<file path="src/rtl/branch_pc_ctrl.sv">
// Branch/jump resolution, PC register, misaligned-target trap FSM and
// saturating branch statistics for the single-cycle core.
module branch_pc_ctrl #(
  parameter logic [31:0] RESET_PC    = 32'h0000_0000,
  parameter logic [31:0] TRAP_VECTOR = 32'h0000_0100,
  parameter int unsigned CNT_W       = 32
) (
  input  logic             clk,
  input  logic             rst,
  input  logic             stall,
  input  logic             instr_valid,
  input  logic             is_branch,
  input  logic             is_jal,
  input  logic             is_jalr,
  input  logic [2:0]       funct3,
  input  logic             A_eq_B,
  input  logic             A_lt_B,
  input  logic             A_ltu_B,
  input  logic [31:0]      rs1_data,
  input  logic [31:0]      imm,
  input  logic             trap_ack,
  output logic [31:0]      pc,
  output logic [31:0]      pc_plus4,
  output logic             br_taken,
  output logic             trap,
  output logic [31:0]      trap_epc,
  output logic [31:0]      trap_tval,
  output logic [CNT_W-1:0] branch_cnt,
  output logic [CNT_W-1:0] taken_cnt
);

  localparam logic ST_RUN  = 1'b0;
  localparam logic ST_TRAP = 1'b1;

  logic        state;
  logic        cond;
  logic        cond_branch;
  logic        misaligned;
  logic [31:0] target;

  always_comb begin
    cond = 1'b0;
    case (funct3)
      3'b000:  cond = A_eq_B;
      3'b001:  cond = !A_eq_B;
      3'b100:  cond = A_lt_B;
      3'b101:  cond = !A_lt_B;
      3'b110:  cond = A_ltu_B;
      3'b111:  cond = !A_ltu_B;
      default: cond = 1'b0;
    endcase
  end

  // jalr > jal > branch: a conditional branch only counts when neither jump is flagged
  assign cond_branch = is_branch & !is_jal & !is_jalr;

  always_comb begin
    if (is_jalr) target = (rs1_data + imm) & ~32'h1;
    else         target = pc + imm;
  end

  assign br_taken   = instr_valid & (state == ST_RUN) &
                      (is_jalr | is_jal | (cond_branch & cond));
  assign misaligned = br_taken & target[1];
  assign pc_plus4   = pc + 32'd4;

  always_ff @(posedge clk) begin
    if (rst) begin
      pc         <= RESET_PC;
      state      <= ST_RUN;
      trap       <= 1'b0;
      trap_epc   <= '0;
      trap_tval  <= '0;
      branch_cnt <= '0;
      taken_cnt  <= '0;
    end else if (!stall) begin
      case (state)
        ST_RUN: begin
          if (instr_valid) begin
            if (misaligned) begin
              pc        <= TRAP_VECTOR;
              trap_epc  <= pc;
              trap_tval <= target;
              trap      <= 1'b1;
              state     <= ST_TRAP;
            end else begin
              pc <= br_taken ? target : pc_plus4;
              if (cond_branch) begin
                if (branch_cnt != '1) branch_cnt <= branch_cnt + 1'b1;
                if (br_taken && taken_cnt != '1) taken_cnt <= taken_cnt + 1'b1;
              end
            end
          end
        end
        default: begin
          if (trap_ack) begin
            trap  <= 1'b0;
            state <= ST_RUN;
          end
        end
      endcase
    end
  end

endmodule

</file>
<file path="config.mk">
export PLATFORM = sky130hd
export DESIGN_NAME = branch_pc_ctrl
export DESIGN_NICKNAME = d
export VERILOG_FILES = /design/src/rtl/branch_pc_ctrl.sv
export SDC_FILE = /design/constraint.sdc
export NUM_CORES = 1
export LEC_CHECK = 0
export BUFFER_PORTS_ARGS = -buffer_cell sky130_fd_sc_hd__buf_2
export CAP_MARGIN = 5
export CORE_ASPECT_RATIO = 0.9
export CORE_UTILIZATION = 30
export CTS_CLUSTER_SIZE = 30
export DETAILED_ROUTE_END_ITERATION = 8
export PLACE_DENSITY = 0.53
export SYNTH_ARGS = -nofsm -noshare
export SYNTH_HDL_FRONTEND = slang
export SYNTH_SLANG_ARGS = --single-unit
</file>
<file path="constraint.sdc">
create_clock -name clk -period 2.8 [get_ports clk]
set_input_delay 0.14 -clock clk [delete_from_list [all_inputs] [get_ports clk]]
set_output_delay 0.14 -clock clk [all_outputs]
set_load 0.01 [all_outputs]
</file>
# Word-level counts from Yosys, hierarchy flattened

Cells that the tools add are included.
Widths: inputs -> output; s select.

Bitwise gates (word level): 11
Reduce and logical (&&, ||, !) cells: 14
$add $sub $neg: 5
Multiplexer cells: 12
Eq/ne operators: 8

Operator list:

| cell                  | number |
|---|---|
| $mux 32               | 3 |
| $add 32x1->32 const B | 2 |
| $add 32x32->32        | 2 |
| $ne 32x32->1 const B  | 2 |
| $add 32x3->32 const B | 1 |
| $eq 3x3->1 const B    | 4 |
| $reduce_and 6->1      | 2 |
| $mux 1                | 8 |
| $reduce_and 4->1      | 2 |
| $and 1x1->1           | 6 |
| $pmux 1 s6            | 1 |
| $logic_not 1->1       | 5 |
| $reduce_bool 2->1     | 2 |
| $eq 3x1->1 const B    | 1 |
| $logic_not 3->1       | 1 |
| $not 1->1             | 3 |
| $reduce_and 3->1      | 1 |
| $ne 2x2->1 const B    | 1 |
| $or 1x1->1            | 2 |
| $logic_and 1x1->1     | 1 |

Word-level logic and storage cells: 57
Register bits after elaboration: 162
Output and inout bits: 194
Input port bits: 78

# Logic depth before layout (Yosys ltp)

Depth in word-level cells: 10
Mapped depth: 12
Gate-level depth less buffers: 11

# Worst setup path before layout

Ideal clock, no wire load.

Path type: register to register
Start point: register pc[2]
End point: register pc[28]
Library setup time: 134 ps
Stages on the path, launching flop included: 11
Arrival time: 2563 ps
Data required time: 2666 ps
Clock period less this slack: 2697 ps
Buffers on the path: 0
Setup slack: 103 ps
Cells stage by stage: dfxtp_1 ha_1 a211oi_1 o21ai_2 a31oi_4 o31ai_2 a221o_1 o21ba_1 a31oi_1 o221a_2 o22ai_1

Cells in the longest elaborated chain, start to end: 4
Elaborated cells between the ends (all ways): 5
Those cells by class: add/sub (2); mux (3)

RTL lines:

| what                   | line | text |
|---|---|---|
| from (decl)            | 22   | `output logic [31:0] pc,` |
| from (signal assigned) | 87   | `pc <= br_taken ? target : pc_plus4;` |
| $add 32x32->32         | 59   | `else target = pc + imm;` |
| $mux 32                | 58   | `if (is_jalr) target = (rs1_data + imm) & ~32'h1;` |
| $mux 32 *              | 87   |  |
| $mux 32 *              | 80   | `if (misaligned) begin` |

Every way passes the cells marked *; elsewhere a longest branch is shown, timed or not.
A chain may end at the register's enable or synchronous reset.

# Worst setup path in the final report

Start point: register pc[13]
End point: register trap_tval[24]

Cells in the longest elaborated chain, start to end: 2

RTL lines:

| what                 | line | text |
|---|---|---|
| $add 32x32->32       | 59   |  |
| $mux 32              | 58   |  |
| to (signal assigned) | 83   | `trap_tval <= target;` |
| to (decl)            | 27   | `output logic [31:0] trap_tval,` |

No other way between the ends.

==> results.yml <==
die:
  dieArea_um2: 37000
  io_pins: 272
  core_um2: 35400
  die_h_um: 183
  fp-row-count: 65
  initial_core_util_pct: 30.7
  die_w_um: 203
worst_setup_path:
  rr_worst_depth: 10
  r2r_slack_ns: 0.04
  crit_path_end: "trap_tval[24]$_SDFFE_PP0P_"
  startpoint: "pc[13]$_SDFFE_PP0P_"
  worst_r2r_endpoint: "trap_tval[24]$_SDFFE_PP0P_"
  critPathArrivalTime_ns: 3.11
  critPathRequiredTime_ns: 3.15
  critPathCaptureType: "flop"
  crit_type: "flop to flop"
  r2r_start: "pc[13]$_SDFFE_PP0P_"
  startpoint_type: "flop"
  crit_fanout: 5
power_and_ir_drop:
  cellPowerDensity_nw_per_um2: 463
  power_leakage_nw: 6.38
  ir_drop_mv: 0.368
synthesis:
  async_flop_share_pct: 0
  avgSynthCellArea_um2: 7.67
  ys_seq_area_share_pct: 29.5
  synth.most_common_cell: "nand2_1"
  netlist_area_um2: 10900
  synth_top_area_share_pct: 29.5
  synth_edf_count: 0
  synth_ff_type: "dfxtp_1"
  yosys.cell_types.count: 79
  synthTopCellsByArea: "dfxtp_1 29%, ha_1 7.4%, nand2_1 6.0%"
  synth_seq_cells: 160
  yosysWarnings: 0
  synthCells: 1417
  synth_top_cell_by_area: "dfxtp_1"
  synthTopCellsByCount: "174 x nand2_1, 167 x nor2_1, 160 x dfxtp_1"
drt:
  highest_layer: "met4"
  viasPerCell: 5.25
  wl_met3_mm: 2.15
  dr.pass1.iters: 5
  wl_met2_mm: 19.1
  wl_per_cell_um: 18.4
  finalWirelength_mm: 41.1
  drc_errors: 0
  num_vias: 11800
  ant_nets: 0
  detail_route.iter0.violations: 667
  wl_met1_mm: 18.7
placement:
  gp_congestion: 0.949
  place_inst: 2203
  portBuffers: 268
  dp_hpwl_mm: 32.5
global_routing:
  overflow: 0
  antenna_found_initial: 0
  grt_usage_pct: 21.6
  grt_pass1_wl_mm: 61.7
  grt_pass1_vias: 10800
  grt_max_degree: 62
clock_network:
  tritoncts: "done"
  numCtsBuffers: 17
  cts.clk_slew.worst_paths_ns: 0.07
  ctsRootBufferMaster: "clkbuf_16"
  clk_latency_ns: 0.43
  cts_buffer_depth: 2
  clock_sinks: 160
  htree_levels: 4
sta:
  post-route-min-period_ns: 2.76
  max_slew_margin_pct: 54.9
  tightest_slew_ns: 0.677
  finalSetupViolations: 0
  fmax_mhz: 362
  setup_tns_ns: 0
  maxSlewViolCount: 0
  finalHoldViolCount: 0
  rsz0062_at_grt: "true"
  post-route-period-util_pct: 98.6
  skew_ns: 0.0117
layout:
  final_cells: 2240
  area_growth_pct: 31.5
  drive_gt1_share_pct: 27.6
  fin_nets: 1901
  fillCellCount: 3820
  antenna_cells: 0
worst_hold_path:
  hold_class: "input port to flop"
status:
  outcome: "finished clean"
run:
  max-cap-violations: 0
[metrics by stage]
| step | util [%] | instance area [µm²] | hold slack, ns | total power [mW] | worst slack [ns] |
|---|---|---|---|---|---|
| 2_1_floorplan | - | 10900 | 0.258 | 3.33 | 0.103 |
| 3_3_place_gp | 38.0 | 13400 | 0.363 | 3.94 | -0.199 |
| 3_5_place_dp | 38.0 | 13400 | 0.363 | 3.95 | -0.289 |
| 4_1_cts | 39.9 | 14100 | 0.0479 | 6.66 | 0.0274 |
| 5_1_grt | 40.4 | 14300 | 0.0602 | 6.93 | -0.0799 |
| 6_report | 40.4 | 14300 | 0.0728 | 6.62 | 0.0402 |
[power by group]
part	total (mW)	switching (mW)	internal (mW)	leakage, nW
combinational	1.60	0.958	0.640	4.77
sequential	2.35	0.0329	2.32	1.29
clock	2.67	1.02	1.66	0.314
total	6.62	2.01	4.62	6.38
[cells in the final DEF, fill, tap and decap left out, types with 6 or more instances in the layout]
cell type	synthesis	routed
buf_2	12	267
nand2_1	174	174
nor2_1	167	164
dfxtp_1	160	160
a21oi_1	130	126
buf_4	7	126
o21ai_0	79	79
xnor2_1	70	68
ha_1	64	59
xor2_1	53	53
nand3_1	53	52
a211oi_1	39	39
inv_1	30	30
a21o_1	28	28
and3_1	26	26
nor3_1	28	26
nand4_1	23	23
or3_1	23	21
clkbuf_16	0	17
a31oi_1	15	15
and4_1	13	13
mux2i_1	10	10
nor4_1	10	9
o21bai_1	8	8
o211ai_1	8	8
o21a_1	7	7
o31ai_1	8	7
o22ai_1	7	7
a21oi_2	2	6
a32oi_1	7	6
[cells by family (layout without fill, tap and decap cells)]
family	after synthesis	count (layout)	synth area share [%]
mux	14	14	1.34
fa+ha+maj	65	65	7.55
buf+inv	106	458	4.05
flops	160	160	29.5
compound gates	393	393	23.5
simple gates	555	555	24.2
other cells	1	3	0.0345
xor+xnor	123	123	9.91
[timing repair]
item | in CTS | in global routing
endpoints found under the hold margin | 1 | 0
buffers inserted | 0 | 4
hold buffers | 1 | 0
pin swaps | 0 | 6
setup endpoints to repair | 4 | 34
gates resized for setup | 3 | 30
[registers in the layout, summed over array words and instances (netlist names)]
| signal | flops |
|---|---|
| branch_cnt | 32 |
| pc | 31 |
| state | 1 |
| taken_cnt | 32 |
| trap | 1 |
| trap_epc | 31 |
| trap_tval | 32 |
[per-layer routing]
layer / GRT usage, % / vias to the layer above
met5: 0 / -
met3: 3.75 / 56
met2: 35.2 / 361
li1: - / 5797
met1: 28.5 / 5544
met4: 7.49 / 0
[worst min path at each step]
stage | startpoint | to | slack [ns] | cells after the start
floorplan | trap_ack | trap$_SDFFE_PP0P_ | 0.26 | 1
global placement | trap_ack | trap$_SDFFE_PP0P_ | 0.36 | 2
detailed placement | trap_ack | trap$_SDFFE_PP0P_ | 0.36 | 2
CTS | imm[31] | trap_tval[31]$_SDFFE_PP0P_ | 0.05 | 3
global route | imm[31] | trap_tval[31]$_SDFFE_PP0P_ | 0.06 | 3
finish | imm[31] | trap_tval[31]$_SDFFE_PP0P_ | 0.07 | 3
[worst max-delay path: stages, from the launching register on]
cell and delay, ns:
dfxtp_1 0.32, ha_1 0.31, buf_4 0.14, and3_1 0.21, nand3_1 0.24, o31ai_2 0.50, a31o_2 0.23, a21oi_1 0.07
xor2_1 0.17, mux2_2 0.27, a211oi_1 0.21
[area by class of cell]
| class | instances | area [µm²] | share of cell area (%) |
|---|---|---|---|
| clock buffer | 23 | 478 | 3.34 |
| timing repair buffer | 396 | 2330 | 16.3 |
| inverter | 30 | 113 | 0.788 |
| sequential | 160 | 3200 | 22.4 |
| tap | 469 | 587 | 4.11 |
| clock inverter | 9 | 179 | 1.25 |
| multi-input combinational | 1153 | 7400 | 51.8 |
Note: power is estimated with default switching activity, not from simulation.
